===== src/rtl/spdu_route_ctrl_pkg.sv =====
// Shared types and pair-mapping helpers for the spdu route controller.
// Inputs 0/1 feed outputs 0/2 and inputs 2/3 feed outputs 1/3; dst picks the upper output.
package spdu_ctrl_pkg;

  localparam int unsigned NUM_PORTS = 4;

  typedef enum logic {
    IDLE = 1'b0,
    BUSY = 1'b1
  } arb_state_e;

  // Output reached by an input for a given destination bit.
  function automatic logic [1:0] out_of(input logic [1:0] in_idx, input logic dst);
    return {dst, in_idx[1]};
  endfunction

  // Lower input of the pair that can reach an output.
  function automatic logic [1:0] pair_base(input logic [1:0] out_idx);
    return {out_idx[0], 1'b0};
  endfunction

endpackage


===== src/rtl/spdu_route_ctrl_if.sv =====
// Request/grant bundle between packet sources and the spdu route controller.
interface spdu_route_ctrl_if
  import spdu_ctrl_pkg::*;
  ();

  logic [NUM_PORTS-1:0] req;
  logic [NUM_PORTS-1:0] dst;
  logic [NUM_PORTS-1:0] last;
  logic [NUM_PORTS-1:0] gnt;
  logic [NUM_PORTS-1:0] sel;
  logic [NUM_PORTS-1:0] out_vld;
  logic [NUM_PORTS-1:0] busy;
  logic [NUM_PORTS-1:0] err;

  modport master (
    output req, dst, last,
    input  gnt, sel, out_vld, busy, err
  );

  modport slave (
    input  req, dst, last,
    output gnt, sel, out_vld, busy, err
  );

endinterface


===== src/rtl/spdu_route_ctrl_out_arb.sv =====
// Per-output two-requester round-robin arbiter with packet lock and stall timeout.
// Index 0/1 on every port is the lower/upper input of the output's pair.
module spdu_out_arb
  import spdu_ctrl_pkg::*;
#(
  parameter int unsigned TIMEOUT = 0
) (
  input  logic       clk,
  input  logic       rst_n,
  input  logic [1:0] i_cand,
  input  logic [1:0] i_req,
  input  logic [1:0] i_last,
  output logic [1:0] o_gnt,
  output logic       o_sel,
  output logic       o_busy,
  output logic       o_beat,
  output logic       o_err
);

  localparam int unsigned CW = (TIMEOUT < 2) ? 1 : $clog2(TIMEOUT + 1);
  localparam logic [CW-1:0] LIM = CW'((TIMEOUT > 0) ? TIMEOUT - 1 : 0);

  arb_state_e    r_state, w_state_nxt;
  logic          r_sel, w_sel_nxt;
  logic          r_rr, w_rr_nxt;
  logic [1:0]    r_gnt, w_gnt_nxt;
  logic [CW-1:0] r_cnt, w_cnt_nxt;
  logic          r_err, w_err_nxt;
  logic          w_own_req;

  always_ff @(posedge clk or negedge rst_n) begin
    if (!rst_n) begin
      r_state <= IDLE;
      r_sel   <= 1'b0;
      r_rr    <= 1'b0;
      r_gnt   <= '0;
      r_cnt   <= '0;
      r_err   <= 1'b0;
    end else begin
      r_state <= w_state_nxt;
      r_sel   <= w_sel_nxt;
      r_rr    <= w_rr_nxt;
      r_gnt   <= w_gnt_nxt;
      r_cnt   <= w_cnt_nxt;
      r_err   <= w_err_nxt;
    end
  end

  always_comb begin
    w_state_nxt = r_state;
    w_sel_nxt   = r_sel;
    w_rr_nxt    = r_rr;
    w_gnt_nxt   = r_gnt;
    w_cnt_nxt   = r_cnt;
    w_err_nxt   = 1'b0;
    w_own_req   = i_req[r_sel];
    o_beat      = 1'b0;

    case (r_state)
      IDLE: begin
        if (i_cand != '0) begin
          w_state_nxt = BUSY;
          w_sel_nxt   = (i_cand == 2'b11) ? r_rr : i_cand[1];
          w_gnt_nxt   = w_sel_nxt ? 2'b10 : 2'b01;
          w_cnt_nxt   = '0;
        end
      end
      BUSY: begin
        if (w_own_req) begin
          o_beat    = 1'b1;
          w_cnt_nxt = '0;
          if (i_last[r_sel]) begin
            w_state_nxt = IDLE;
            w_gnt_nxt   = '0;
            w_rr_nxt    = ~r_sel;
          end
        end else if ((TIMEOUT > 0) && (r_cnt == LIM)) begin
          // Expiry only happens on a stall cycle, so it can never coincide with a last beat.
          w_state_nxt = IDLE;
          w_gnt_nxt   = '0;
          w_rr_nxt    = ~r_sel;
          w_cnt_nxt   = '0;
          w_err_nxt   = 1'b1;
        end else begin
          w_cnt_nxt = r_cnt + 1'b1;
        end
      end
      default: w_state_nxt = IDLE;
    endcase
  end

  assign o_gnt  = r_gnt;
  assign o_sel  = r_sel;
  assign o_busy = (r_state == BUSY);
  assign o_err  = r_err;

endmodule


===== src/rtl/spdu_route_ctrl.sv =====
// Route controller for the 4x4 spdu switch: pair fan-in, four output arbiters,
// grant merge and the out_vld register aligned with spdu's registered data.
module spdu_route_ctrl
  import spdu_ctrl_pkg::*;
#(
  parameter int unsigned TIMEOUT = 0
) (
  input  logic              clk,
  input  logic              reset,
  spdu_route_ctrl_if.slave  bus
);

  logic [1:0]           w_cand     [NUM_PORTS];
  logic [1:0]           w_req_p    [NUM_PORTS];
  logic [1:0]           w_last_p   [NUM_PORTS];
  logic [1:0]           w_arb_gnt  [NUM_PORTS];
  logic [NUM_PORTS-1:0] w_gnt;
  logic [NUM_PORTS-1:0] w_sel;
  logic [NUM_PORTS-1:0] w_busy;
  logic [NUM_PORTS-1:0] w_beat;
  logic [NUM_PORTS-1:0] w_err;
  logic [NUM_PORTS-1:0] r_out_vld;

  always_comb begin
    logic [1:0] w_idx;
    for (int unsigned k = 0; k < NUM_PORTS; k++) begin
      w_req_p[k]  = '0;
      w_last_p[k] = '0;
      w_cand[k]   = '0;
      for (int unsigned j = 0; j < 2; j++) begin
        w_idx          = pair_base(2'(k)) + 2'(j);
        w_req_p[k][j]  = bus.req[w_idx];
        w_last_p[k][j] = bus.last[w_idx];
        w_cand[k][j]   = bus.req[w_idx] & (out_of(w_idx, bus.dst[w_idx]) == 2'(k));
      end
    end
  end

  for (genvar g = 0; g < NUM_PORTS; g++) begin : g_arb
    spdu_out_arb #(
      .TIMEOUT(TIMEOUT)
    ) u_arb (
      .clk    (clk),
      .rst_n  (reset),
      .i_cand (w_cand[g]),
      .i_req  (w_req_p[g]),
      .i_last (w_last_p[g]),
      .o_gnt  (w_arb_gnt[g]),
      .o_sel  (w_sel[g]),
      .o_busy (w_busy[g]),
      .o_beat (w_beat[g]),
      .o_err  (w_err[g])
    );
  end

  // An input holds at most one output at a time, so OR-merging the per-output grants is exact.
  always_comb begin
    w_gnt = '0;
    for (int unsigned k = 0; k < NUM_PORTS; k++) begin
      for (int unsigned j = 0; j < 2; j++) begin
        if (w_arb_gnt[k][j]) begin
          w_gnt[pair_base(2'(k)) + 2'(j)] = 1'b1;
        end
      end
    end
  end

  always_ff @(posedge clk or negedge reset) begin
    if (!reset) begin
      r_out_vld <= '0;
    end else begin
      r_out_vld <= w_beat;
    end
  end

  assign bus.gnt     = w_gnt;
  assign bus.sel     = w_sel;
  assign bus.out_vld = r_out_vld;
  assign bus.busy    = w_busy;
  assign bus.err     = w_err;

endmodule


===== src/flat_wrapper.sv =====
// flat-port wrapper written by rule: the top's interface ports become plain ports
module spdu_route_ctrl_flat import spdu_ctrl_pkg::*;
#(
  parameter int unsigned TIMEOUT = 0
)
  (clk, reset, bus_req, bus_dst, bus_last, bus_gnt, bus_sel, bus_out_vld, bus_busy, bus_err);
  spdu_route_ctrl_if bus_i ();
  input  logic clk;
  input  logic reset;
  input wire logic [$bits(bus_i.req)-1:0] bus_req;
  input wire logic [$bits(bus_i.dst)-1:0] bus_dst;
  input wire logic [$bits(bus_i.last)-1:0] bus_last;
  output wire logic [$bits(bus_i.gnt)-1:0] bus_gnt;
  output wire logic [$bits(bus_i.sel)-1:0] bus_sel;
  output wire logic [$bits(bus_i.out_vld)-1:0] bus_out_vld;
  output wire logic [$bits(bus_i.busy)-1:0] bus_busy;
  output wire logic [$bits(bus_i.err)-1:0] bus_err;
  assign bus_i.req = bus_req;
  assign bus_i.dst = bus_dst;
  assign bus_i.last = bus_last;
  assign bus_gnt = bus_i.gnt;
  assign bus_sel = bus_i.sel;
  assign bus_out_vld = bus_i.out_vld;
  assign bus_busy = bus_i.busy;
  assign bus_err = bus_i.err;
  spdu_route_ctrl #(.TIMEOUT(TIMEOUT)) u_core (.clk(clk), .reset(reset), .bus(bus_i));
endmodule

===== config.mk =====
export PLATFORM = sky130hd
export DESIGN_NAME = spdu_route_ctrl_flat
export DESIGN_NICKNAME = d
export VERILOG_FILES = /design/src/rtl/spdu_route_ctrl_pkg.sv /design/src/rtl/spdu_route_ctrl_if.sv /design/src/rtl/spdu_route_ctrl_out_arb.sv /design/src/rtl/spdu_route_ctrl.sv /design/src/flat_wrapper.sv
export SDC_FILE = /design/constraint.sdc
export NUM_CORES = 1
export LEC_CHECK = 0
export CAP_MARGIN = 20
export CORE_ASPECT_RATIO = 0.5
export CORE_UTILIZATION = 48
export DETAILED_ROUTE_END_ITERATION = 12
export HOLD_SLACK_MARGIN = 0.1
export PLACE_DENSITY = 0.79
export SYNTH_ARGS = -nofsm -noshare
export SYNTH_HDL_FRONTEND = slang
export SYNTH_SLANG_ARGS = --single-unit
export TNS_END_PERCENT = 20

===== constraint.sdc =====
create_clock -name clk -period 1.6 [get_ports clk]
set_clock_uncertainty 0.05 [all_clocks]
set_input_delay 0.16 -clock clk [delete_from_list [all_inputs] [get_ports clk]]
set_output_delay 0.16 -clock clk [all_outputs]
set_load 0.02 [all_outputs]

; After elaboration in Yosys (flattened, before gate mapping)
; Cells that the tools add are included.
; Widths: inputs -> output; s select.
[op_classes]
n_reduce_logical = 16
magnitude_cmp = 4
n_bitwise = 20
n_mux = 72
eq_ne = 16
[ops]
columns = operator, count
row1 = $mux 1, 48
row2 = $mux 2, 16
row3 = $reduce_and 3->1, 8
row4 = $ne 2x1->1 const B, 8
row5 = $pmux 2 s2, 4
row6 = $not 1->1, 12
row7 = $and 1x1->1, 8
row8 = $eq 2x2->1 const B, 4
row9 = $lt 1x2->1 const B, 4
row10 = $ne 2x2->1 const B, 4
row11 = $pmux 1 s2, 4
row12 = $reduce_and 2->1, 4
row13 = $reduce_bool 2->1, 4
[word_totals]
reg_bits = 24
elab_cells = 145
out_inout_bits = 20

; Depth between registers and ports, before layout
[logic_depth]
ltp_word = 7
depth_mapped = 4
mapped_depth_nobuf = 3

; Hierarchy
; A second synthesis with hierarchy kept.
[unflattened]
hier_cells = 140
hier_area_um2 = 1281.2
[modules_own_cells]
columns = module, area_per_inst_um2, cells_each, instances, seq_area_each_um2
row1 = spdu_out_arb, 276.5, 31, 4, 125.1
row2 = spdu_route_ctrl, 175.2, 16, 1, 100.1

; Worst setup path after synthesis
; OpenSTA, ideal clock, no wires.
[synth_path]
path_kind = flip-flop to flip-flop
startpoint = register u_core.g_arb[2].u_arb.r_state
endpoint = register u_core.g_arb[2].u_arb.r_gnt[1]
t_arrival_ns = 1.066
required_time_ns = 1.424
stages_incl_launch_ff = 4
n_path_buf = 1
slack_ns = 0.357
cell_sequence = dfrtp_1 -> clkbuf_1 -> and3b_1 -> a311o_1
[synth_between]
elab_chain_cells = 3
word_cells_on_any_way = 6
cone_classes = eq/ne (3) / mux (1) / bitwise (1) / reduce/logical (1)
[synth_rtl]
columns = element, line_no
row1 = from (decl), spdu_route_ctrl_out_arb.sv:23  ; arb_state_e r_state, w_state_nxt;
row2 = from (signal assigned), spdu_route_ctrl_out_arb.sv:40  ; r_state <= w_state_nxt;
row3 = $not 1->1 (no line), -
row4 = $ne 2x2->1 (no line), -
row5 = $reduce_and 3->1 (no line), -
row6 = to (signal assigned), spdu_route_ctrl_out_arb.sv:43  ; r_gnt <= w_gnt_nxt;
row7 = to (decl), spdu_route_ctrl_out_arb.sv:26  ; logic [1:0] r_gnt, w_gnt_nxt;
; Parallel ways exist; a longest one is shown, timed or not.
; A chain may end at the register's enable or synchronous reset.

; Final worst setup path
[layout_path]
startpoint = register u_core.g_arb[3].u_arb.r_gnt[1]
endpoint = output bus_gnt[3]
[layout_between]
elab_chain_cells = 1
[layout_rtl]
columns = element, line_no
row1 = from (decl), spdu_route_ctrl_out_arb.sv:26
row2 = from (signal assigned), spdu_route_ctrl_out_arb.sv:43
row3 = $mux 1, spdu_route_ctrl.sv:61  ; if (w_arb_gnt[k][j]) begin
row4 = to (decl), flat_wrapper.sv:13  ; output wire logic [$bits(bus_i.gnt)-1:0] bus_gnt;
; Every way passes these cells.

==> flow_summary.ini <==
[synth]
synth_edf_count = 0
synthCells = 139
ys_ff_latch = 24
ys_types = 27
async_reset_ff_share_pct = 100
synth_commonest_cells = 24 x dfrtp_1, 12 x buf_4, 10 x nand2_1
avgSynthCellArea_um2 = 9.55
ys_seq_area_share_pct = 45.2
ys.flop_type = dfrtp_1
yosysTopAreaCellShare_pct = 45.2
yosys.area.top_type = dfrtp_1
synthTopCellsByArea = dfrtp_1 45%, buf_4 6.8%, a311o_1 4.5%, and3b_1 4.0%, nor2b_1 3.8%
netlist_area_um2 = 1330
ys.warnings.count = 0
yosysMostFrequentCell = dfrtp_1

[grt]
grt.overflow.total = 0
antenna_found_initial = 0
grt_max_degree = 25
grt_first_pass_wirelength_um = 4450
grt_use_total_pct = 20.1
grt_pass1_vias = 1047

[critical_path]
critical_path.top_delay_family = flip-flops
r2r_start = u_core.g_arb[2].u_arb.o_busy
crit_slowest_cell = dfrtp_1
end_kind = primary output
r2r_end = u_core.g_arb[2].u_arb.o_gnt[1]
arrival_ns = 1.29
crit_chain = or2_2 > dlygate4sd2_1
crit_type = register to primary output
r2r_cells = 3
r2r_setup_slack_ns = 0.32
required_ns = 1.39
cp-start-kind = register
cp.buffers_inverters = 1
cp_slowest_stage_delay_ns = 0.41
cp_max_fo = 3

[clocking]
cts_setup_buffers = 0
cts_tree = built
cts-htree-levels = 1
clkSlewWorstSetupHoldPaths_ns = 0.09
cts_buffers = 3
clkSinkCount = 24
clock_latency_ns = 0.27
cts_buffer_depth = 2
root_buffer = clkbuf_8

[drt]
viasPerCell = 5.50
dr.pass1.iters = 8
drtIter0Drc = 70
num_vias = 1138
drt_wl_total_um = 2760
wl_per_cell_um = 13.3
ant_nets = 0
drcViolationCount = 2

[floorplanning]
ios = 34
fp-row-count = 13
initial_utilization_pct = 51.0
die_y_um = 39.2
die_w_um = 76.4
core_um2 = 2600
die_area_um2 = 2990

[cells_and_area]
num_antenna_cells = 0
nNetsFinal = 185
syn_to_final_growth_pct = 29.8
final_cell_area_um2 = 1720
layout-drive-gt1-share_pct = 13.5

[sta]
rsz0062_at_grt = no
hold_viol = 0
setup_viol = 0
fin_tns_setup_ns = 0
final_max_slew_viol_count = 0
timing.final.crit_share_pct = 93.5
min_period_ns = 1.50
fin_ws_ns = 0.105
fmax_mhz = 669

[power_and_ir_drop]
power_density_nw_per_um2 = 1740
leakage_uw = 0.000806
irDropWorstVdd_mv = 1.16
p_int_uw = 1840
clock_power_share_pct = 13.9
netSwitchingFraction_pct = 38.7
comb_power_share_pct = 48.3
seqPwrFrac_pct = 37.8
p_switching_uw = 1160

[placement]
port_buffers = 29
dpl_worst_slack_ns = -0.0230
placed_cell_area_um2 = 1660
hpwl_um = 2050
gp_congestion = 0.857

[run_status]
outcome = finished, violations left
failed_checks = design-rule violations

[hold_path]
hold_path_class = primary input to asynchronous set/reset pin

[run]
cap_violations = 0
## routing by layer
layer	vias up	track usage, %	part of all wire, %
met5	-	0	0
met2	35	36.7	47
li1	549	-	-
met4	0	7.69	1.9
met1	546	23.3	46
met3	8	5.88	4.9
## metrics by stage
step,utilization (%),total power (µW),hold WS [ns],cells
5_1_grt,66.2,3210,0.215,207
3_5_place_dp,63.7,2660,0.481,203
3_3_place_gp,63.7,2610,0.466,203
6_report,66.2,3000,0.188,207
4_1_cts,65.6,3040,0.205,207
2_1_floorplan,-,2130,-0.186,142
## kinds of logic after synthesis
| group | share of synthesized area (%) |
|---|---|
| AND/OR/NAND/NOR | 23.8 |
| AO/OA/AOI/OAI | 19.0 |
| buffers and inverters | 8.67 |
| flip-flops | 45.2 |
| multiplexers | 3.02 |
| other | 0.282 |
## cell usage in the layout, fill, tap and decap left out, types with 4 or more instances in the layout
cell type	n
a21oi_1	4
a311o_1	6
a31oi_1	4
and3b_1	6
buf_4	13
clkbuf_8	4
clkdlybuf4s50_1	19
conb_1	4
dfrtp_1	24
dlygate4sd2_1	4
dlymetal6s2s_1	6
mux2i_1	4
nand2_1	10
nand3_1	8
nor2_1	8
nor2b_1	8
nor3b_1	4
o21a_1	6
o21ai_0	6
or2_2	4
## worst max path at each step
stage,start,to,slack [ns],cells after the start
floorplan,u_core.g_arb[2].u_arb.o_busy,u_core.g_arb[2].u_arb.o_gnt[1],0.36,3
global placement,bus_req[1],u_core.g_arb[0].u_arb.o_gnt[0],0.006,4
detailed placement,bus_req[1],u_core.g_arb[0].u_arb.o_gnt[0],-0.02,4
CTS,u_core.g_arb[1].u_arb.o_sel,bus_sel[1],0.005,1
global route,u_core.g_arb[3].u_arb.o_gnt[1],bus_gnt[3],0.06,2
finish,u_core.g_arb[3].u_arb.o_gnt[1],bus_gnt[3],0.10,2
## area by class of cell
type	count	area [µm²]
fill	210	880
timing repair buffer	42	398
clock buffer	4	55.1
multi-input combinational	100	623
tap	37	46.3
sequential	24	601
## sequential cells by signal, summed over array words and instances (netlist names)
register	cells
u_core.g_arb.u_arb.o_sel	4
u_core.g_arb.u_arb.o_gnt	8
u_core.g_arb.u_arb.r_rr	4
u_core.g_arb.u_arb.o_busy	4
u_core.bus.out_vld	4
## power groups by stage
| stage | clock (µW) | combinational (µW) | sequential [µW] |
|---|---|---|---|
| 3_3_place_gp | 0 | 1480 | 1130 |
| 4_1_cts | 427 | 1470 | 1140 |
| 5_1_grt | 449 | 1580 | 1190 |
| 6_report | 416 | 1450 | 1130 |
| 3_5_place_dp | 0 | 1510 | 1150 |
| 2_1_floorplan | 0 | 1010 | 1120 |
## what timing repair did
action / in CTS / in global routing
gates resized for setup: 4 / 6
hold buffers: 0 / 0
setup endpoints to repair: 4 / 6
Note: power is estimated with default switching activity, not from simulation.
